### src/rtl/dp_tap_ctrl.sv
// dp_tap_ctrl: IEEE 1149.1 TAP controller and instruction register for the RISC-V debug
// transport. Drives the DR strobes and bsr_sel of dp_mux_dr, and muxes the IR shift path
// with the returned DR serial data onto tdo.
//
// Ports:
//   tck         in   TAP clock (only clock)
//   trstn       in   asynchronous active-low reset
//   tms         in   test mode select, sampled on posedge tck
//   tdi         in   test data in, sampled on posedge tck
//   tdo         out  test data out, updated on negedge tck
//   tdo_oe      out  tdo output enable, high while shifting IR or DR
//   dr_sdo      in   serial out of the selected DR
//   capture_dr  out  state is CAPTURE_DR
//   shift_dr    out  state is SHIFT_DR
//   clk_dr      out  DR clock enable (capture_dr | shift_dr), qualifies tck
//   update_dr   out  state is UPDATE_DR
//   bsr_sel     out  DR select: 0 IDCODE, 1 DTMCS, 2 DMI, 3 BYPASS
//   tap_state   out  current TAP state encoding
module dp_tap_ctrl #(
    parameter int unsigned     IR_W      = 5,
    parameter logic [IR_W-1:0] IR_IDCODE = 5'h01,
    parameter logic [IR_W-1:0] IR_DTMCS  = 5'h10,
    parameter logic [IR_W-1:0] IR_DMI    = 5'h11,
    parameter logic [IR_W-1:0] IR_BYPASS = 5'h1F
) (
    input  logic       tck,
    input  logic       trstn,
    input  logic       tms,
    input  logic       tdi,
    output logic       tdo,
    output logic       tdo_oe,
    input  logic       dr_sdo,
    output logic       capture_dr,
    output logic       shift_dr,
    output logic       clk_dr,
    output logic       update_dr,
    output logic [3:0] bsr_sel,
    output logic [3:0] tap_state
);

    // Encodings match the 1149.1 state table so tap_state is directly comparable.
    typedef enum logic [3:0] {
        StTlr   = 4'hF,
        StRti   = 4'hC,
        StSelDr = 4'h7,
        StCapDr = 4'h6,
        StShDr  = 4'h2,
        StEx1Dr = 4'h1,
        StPaDr  = 4'h3,
        StEx2Dr = 4'h0,
        StUpdDr = 4'h5,
        StSelIr = 4'h4,
        StCapIr = 4'hE,
        StShIr  = 4'hA,
        StEx1Ir = 4'h9,
        StPaIr  = 4'hB,
        StEx2Ir = 4'h8,
        StUpdIr = 4'hD
    } tap_state_e;

    tap_state_e state_q, state_d;

    logic [IR_W-1:0] ir_shift_q;
    logic [IR_W-1:0] ir_q;

    // ------------------------------------------------------------------
    // TAP state machine
    // ------------------------------------------------------------------
    always_ff @(posedge tck or negedge trstn) begin
        if (!trstn) begin
            state_q <= StTlr;
        end else begin
            state_q <= state_d;
        end
    end

    always_comb begin
        state_d = state_q;
        unique case (state_q)
            StTlr:   state_d = tms ? StTlr   : StRti;
            StRti:   state_d = tms ? StSelDr : StRti;
            StSelDr: state_d = tms ? StSelIr : StCapDr;
            StCapDr: state_d = tms ? StEx1Dr : StShDr;
            StShDr:  state_d = tms ? StEx1Dr : StShDr;
            StEx1Dr: state_d = tms ? StUpdDr : StPaDr;
            StPaDr:  state_d = tms ? StEx2Dr : StPaDr;
            StEx2Dr: state_d = tms ? StUpdDr : StShDr;
            StUpdDr: state_d = tms ? StSelDr : StRti;
            StSelIr: state_d = tms ? StTlr   : StCapIr;
            StCapIr: state_d = tms ? StEx1Ir : StShIr;
            StShIr:  state_d = tms ? StEx1Ir : StShIr;
            StEx1Ir: state_d = tms ? StUpdIr : StPaIr;
            StPaIr:  state_d = tms ? StEx2Ir : StPaIr;
            StEx2Ir: state_d = tms ? StUpdIr : StShIr;
            StUpdIr: state_d = tms ? StSelDr : StRti;
        endcase
    end

    // Moore decodes of the registered state: stable for the whole tck cycle.
    always_comb begin
        capture_dr = (state_q == StCapDr);
        shift_dr   = (state_q == StShDr);
        clk_dr     = (state_q == StCapDr) || (state_q == StShDr);
        update_dr  = (state_q == StUpdDr);
        tap_state  = state_q;
    end

    // ------------------------------------------------------------------
    // Instruction shift register and latch
    // ------------------------------------------------------------------
    always_ff @(posedge tck or negedge trstn) begin
        if (!trstn) begin
            ir_shift_q <= '0;
            ir_q       <= IR_IDCODE;
        end else begin
            if (state_q == StCapIr) begin
                // Fixed 01 capture pattern lets the host verify IR-chain integrity.
                ir_shift_q <= {{(IR_W-2){1'b0}}, 2'b01};
            end else if (state_q == StShIr) begin
                ir_shift_q <= {tdi, ir_shift_q[IR_W-1:1]};
            end

            if (state_q == StUpdIr) begin
                ir_q <= ir_shift_q;
            end else if (state_q == StTlr) begin
                ir_q <= IR_IDCODE;
            end
        end
    end

    // Unknown opcodes, including all-zero, fall back to the 1-bit bypass register.
    always_comb begin
        bsr_sel = 4'd3;
        case (ir_q)
            IR_IDCODE: bsr_sel = 4'd0;
            IR_DTMCS:  bsr_sel = 4'd1;
            IR_DMI:    bsr_sel = 4'd2;
            IR_BYPASS: bsr_sel = 4'd3;
            default:   bsr_sel = 4'd3;
        endcase
    end

    // ------------------------------------------------------------------
    // TDO path, launched on the falling edge so it is stable for the
    // receiver's next rising edge.
    // ------------------------------------------------------------------
    always_ff @(negedge tck or negedge trstn) begin
        if (!trstn) begin
            tdo    <= 1'b0;
            tdo_oe <= 1'b0;
        end else if (state_q == StShIr) begin
            tdo    <= ir_shift_q[0];
            tdo_oe <= 1'b1;
        end else if (state_q == StShDr) begin
            tdo    <= dr_sdo;
            tdo_oe <= 1'b1;
        end else begin
            tdo_oe <= 1'b0;
        end
    end

endmodule

### config.mk
export PLATFORM = sky130hd
export DESIGN_NAME = dp_tap_ctrl
export DESIGN_NICKNAME = d
export VERILOG_FILES = /design/src/rtl/dp_tap_ctrl.sv
export SDC_FILE = /design/constraint.sdc
export NUM_CORES = 1
export LEC_CHECK = 0
export ABC_CLOCK_PERIOD_IN_PS = 2400
export CAP_MARGIN = 20
export CORE_UTILIZATION = 51
export DETAILED_ROUTE_END_ITERATION = 6
export GPL_ROUTABILITY_DRIVEN = 0
export PLACE_DENSITY_LB_ADDON = 0.1
export SETUP_SLACK_MARGIN = 0.3
export SYNTH_ARGS = -nofsm -noshare
export SYNTH_HDL_FRONTEND = slang
export SYNTH_SLANG_ARGS = --single-unit
### constraint.sdc
create_clock -name tck -period 2.4 [get_ports tck]
set_clock_uncertainty 0.1 [all_clocks]
set_input_delay 0.48 -clock tck [delete_from_list [all_inputs] [get_ports tck]]
set_output_delay 0.48 -clock tck [all_outputs]
set_load 0.05 [all_outputs]
==> results of run 1 <==
-- flip-flops by register name, indices dropped and copies added, names as in the netlist --
name	count
ir_q	5
ir_shift_q	5
tap_state	4
tdo	1
tdo_oe	1
-- final timing paths --
| check | from | endpoint | slack (ns) | cells past startpoint |
|---|---|---|---|---|
| worst max register to register | tap_state[1] | tdo | 0.08 | 2 |
| worst min-delay path | ir_q[0] | ir_q[0] | 0.40 | 2 |
| max in group asynchronous | trstn | tdo_oe | 0.64 | 1 |
| worst min register to register | ir_q[0] | ir_q[0] | 0.40 | 2 |
| worst max-delay path | tdo | tdo | -0.27 | 1 |
| min in group asynchronous | trstn | ir_q[3] | 0.51 | 2 |
-- what timing repair did --
action                     4_1_cts  5_1_grt
setup endpoints to repair        8        9
pin swaps                        2        0
setup buffers                    4        3
resized for setup                9        6
-- routing by layer --
metal	up-vias	track usage, %	routed length (um)
met5	-	0	0
met4	0	13.13	56
met3	6	3.879	75
met2	19	35.94	857
met1	320	31.61	826
li1	331	-	-
-- layout make-up --
class / count / area, sq um
repair buffers: 29 / 307.8
well taps: 16 / 20.02
fillers: 109 / 334.1
clock buffers: 4 / 26.28
multi-input cells: 61 / 404.1
flip-flops and latches: 16 / 406.6
inverters: 2 / 7.507
-- cell usage in the layout (no fill, tap or decap) --
| cell type | n |
|---|---|
| a21boi_0 | 1 |
| a21o_1 | 1 |
| a21oi_1 | 2 |
| a22oi_1 | 1 |
| and2_4 | 1 |
| and2b_1 | 1 |
| buf_12 | 5 |
| buf_4 | 14 |
| buf_6 | 3 |
| buf_8 | 1 |
| clkbuf_1 | 1 |
| clkbuf_2 | 1 |
| clkbuf_4 | 3 |
| clkdlybuf4s50_1 | 4 |
| conb_1 | 2 |
| dfrtn_1 | 2 |
| dfrtp_1 | 9 |
| dfstp_2 | 5 |
| dlygate4sd2_1 | 1 |
| inv_1 | 2 |
| mux2_1 | 1 |
| mux2i_1 | 1 |
| nand2_1 | 16 |
| nand2b_1 | 8 |
| nand2b_4 | 1 |
| nand3_4 | 1 |
| nand3b_4 | 1 |
| nor2_1 | 3 |
| nor2_2 | 1 |
| nor3_2 | 1 |
| nor3_4 | 1 |
| nor3b_4 | 2 |
| o21ai_0 | 1 |
| o21ai_1 | 11 |
| o221ai_1 | 1 |
| o22ai_1 | 1 |
| xor2_1 | 1 |
-- cells by family (layout without fill, tap and decap cells) --
logic type	count (synthesis)	in the layout	synth area share (%)
AND/OR/NAND/NOR	37	37	26.34
flip-flops	16	16	49.77
other	1	2	0.4590
buffers and inverters	8	35	6.585
AO/OA/AOI/OAI	19	19	13.17
XOR/XNOR	1	1	1.072
multiplexers	2	2	2.603
-- through the flow --
step / area [sq um] / TNS [ns]
after floorplan: 839.6 / -0.3982
after global placement: 1050 / -0.1346
final: 1172 / -0.5173
after detailed placement: 1050 / -0.1709
after global routing: 1172 / -0.5979
after CTS: 1137 / -0.5321
==> flow_summary.ini, run 1 <==
[outcome]
status = complete, but fails checks
violations = negative setup slack

[global_route]
grt_pass1_wl_um = 3042
grt_usage_pct = 23.39
first_global_vias = 653
antenna_found_initial = 0
grt_overflow = 0
grt_max_degree = 14

[worst_setup_path]
slowest_delay_ns = 0.46
cp_max_fo = 2
crit_slowest_cell = dfrtn_1
crit_family = flip-flops
critPathBufInv = 1
path_cells = buf_12
arrival_ns = 2.09
start_kind = flop
endpoint_kind = output pin
path_class = reg -> out
required_ns = 1.82

[run]
max_cap_viol_count = 0

[floorplan]
start_util_pct = 54.24
num_io_pins = 19
core_sq_mm = 0.001506
num_rows = 14
die_w_um = 42.03
die_area_sq_mm = 0.001766
chipHeight_um = 42.03

[routing]
dr.pass1.iters = 4
avgViaCountPerCell = 5.281
drc = 0
avgRoutedWirePerCell_um = 14.18
vias = 676
ant_nets = 0
dr.first_iter.drc_count = 15
drt-total-wl_um = 1815

[sta]
setup_viol = 2
hold_viol = 0
hold_slack_ns = 0.3972
grt_setup_unrepaired = true
finalMaxSlewViolations = 0
setup_slack_ns = -0.2740

[synth]
synth_most_common_cell = nand2_1
async_reset_ff_share_pct = 100.0
ys_seq_area_share_pct = 49.77
ys.flop_type = dfrtp_1
ys_types = 31
synth_warnings = 0
avgSynthCellArea_sq_um = 9.727
yosys-top-cells-count = 16 x nand2_1, 11 x o21ai_1, 9 x dfrtp_1, 9 x nand2b_1, 5 x dfstp_2
syn_inst = 84
yosys.area.top_type = dfrtp_1
netlist.area_leader.share_pct = 27.57
synthesis.area_sq_um = 817.0
synth_enable_flop_cells = 0
synth-seq-cells = 16
synthTopCellsByArea = dfrtp_1 28%, dfstp_2 16%, nand2_1 7.4%, nand2b_1 6.9%, o21ai_1 6.7%

[clocking]
root_buffer = clkbuf_4
cts-hold-fix-buffers = 0
clk_latency_ns = 0.29
cts_buffer_depth = 2
htree_levels = 1
clk_pin_slew_ns = 0.09
cts_num_sinks = 16
numCtsBuffers = 3
cts_tree = built

[placed_design]
placedCellCount = 117
dp_slack_ns = -0.1709
hpwl_um = 1128
numPortBuffers = 16

[layout]
final_core_util_pct = 77.82
antenna_cells = 0
drive_gt1_share_pct = 36.61
stdcell_count = 128
syn2layout_area_growth_pct = 43.49
nNetsFinal = 118

[worst_hold_path]
min_path_type = reg -> reg
Power of run 1 is left out: the tool's default activity adds up to more than one toggle a clock period on the data nets, which glitch-free logic cannot reach.
==> run 2: changes to the inputs <==
--- a/config.mk
+++ b/config.mk
@@ -10,8 +10,10 @@
 export CORE_UTILIZATION = 51
 export DETAILED_ROUTE_END_ITERATION = 6
 export GPL_ROUTABILITY_DRIVEN = 0
+export HOLD_SLACK_MARGIN = 0.12
 export PLACE_DENSITY_LB_ADDON = 0.1
 export SETUP_SLACK_MARGIN = 0.3
 export SYNTH_ARGS = -nofsm -noshare
 export SYNTH_HDL_FRONTEND = slang
 export SYNTH_SLANG_ARGS = --single-unit
+export TNS_END_PERCENT = 5
==> flow_summary.ini, run 2 (same netlist as run 1, synthesis figures left out) <==
[layout]
nNetsFinal = 110
syn2layout_area_growth_pct = 38.44
fill_cells = 104
layout_common_cells = 16 x nand2_1, 11 x o21ai_1, 9 x dfrtp_1, 8 x nand2b_1, 7 x buf_4
final_core_util_pct = 75.08
multi_input_area_sq_um = 411.6
antenna_cells = 0
layout.area.seq_sq_um = 406.6
layout_commonest_cell = nand2_1
drive_gt1_share_pct = 34.62

[floorplan]
chipHeight_um = 42.03
num_io_pins = 19
start_util_pct = 54.24
num_rows = 14
core_sq_mm = 0.001506
die_w_um = 42.03
die_area_sq_mm = 0.001766

[worst_setup_path]
endpoint_kind = output pin
path_cells = buf_12
start_kind = flop
arrival_ns = 2.08
cp_max_fo = 2
path_class = reg -> out
required_ns = 1.82
slowest_delay_ns = 0.46
critPathBufInv = 1
crit_family = flip-flops
crit_slowest_cell = dfrtn_1

[sta]
setup_slack_ns = -0.2636
grt_setup_unrepaired = true
setup_viol = 2
hold_viol = 0
finalMaxSlewViolations = 0

[global_route]
first_global_vias = 550
grt_usage_pct = 18.90
grt_overflow = 0
met3_usage_pct = 3.017
antenna_found_initial = 0
busiest_layer = met2
grt_max_degree = 16
grt_util_met2_pct = 27.81
grt_pass1_wl_um = 2518
grt_util_met1_pct = 27.30

[routing]
dr.pass1.iters = 4
avgRoutedWirePerCell_um = 12.18
ant_nets = 0
vias = 629
dr.first_iter.drc_count = 6
drt-total-wl_um = 1462
drc = 0
avgViaCountPerCell = 5.242

[clocking]
numCtsBuffers = 3
cts_num_sinks = 16
root_buffer = clkbuf_4
htree_levels = 1
cts_buffer_depth = 2
cts_tree = built
cts-hold-fix-buffers = 0
clk_pin_slew_ns = 0.09
clk_latency_ns = 0.28

[run]
max_cap_viol_count = 0

[worst_hold_path]
min_path_type = reg -> reg

[outcome]
status = complete, but fails checks
violations = negative setup slack

[placed_design]
numPortBuffers = 16
hpwl_um = 986.9
## run 2: layer usage
| layer | wire length [um] | vias up |
|---|---|---|
| li1 | - | 319 |
| met1 | 660 | 293 |
| met2 | 742 | 15 |
| met3 | 51 | 2 |
| met4 | 7 | 0 |
| met5 | 0 | - |
## run 2: stage by stage
stage	setup slack (ns)	area [sq um]	cells	hold WS [ns]	setup TNS (ns)
after floorplan	-0.2226	832.0	85	0.08441	-0.3943
after global placement	-0.1243	1035	116	0.3665	-0.1243
after detailed placement	-0.1575	1035	116	0.3744	-0.1575
after CTS	-0.2789	1114	120	0.3879	-0.5364
after global routing	-0.2947	1131	120	0.4045	-0.5631
final	-0.2636	1131	120	0.3842	-0.5062
## run 2: final timing paths
check / depth (start not counted) / from / slack (ns) / endpoint
min reg2reg: 2 / ir_q[0] / 0.38 / ir_q[0]
max in group asynchronous: 1 / trstn / 0.68 / tdo
max: 1 / tdo / -0.26 / tdo
min in group asynchronous: 2 / trstn / 0.49 / ir_shift_q[4]
min: 2 / ir_q[0] / 0.38 / ir_q[0]
max reg2reg: 2 / tap_state[1] / 0.08 / tdo
## run 2: cell type report
class | instances | share of cell area [%]
multi-input combinational | 61 | 36.39
sequential | 16 | 35.95
tap | 16 | 1.770
timing repair buffer | 21 | 22.01
clock buffer | 4 | 3.208
inverter | 2 | 0.6637
## run 2: worst min-delay path, stage by stage, from the launching register on
cell and delay, ns:
dfstp_2 0.39, nand2_1 0.05, o21ai_1 0.05
## run 2: what timing repair did
item	4_1_cts	5_1_grt
pin swaps	3	3
setup endpoints to repair	8	9
buffers inserted	0	0
resized for setup	11	10
Power of run 2 is left out for the same reason.
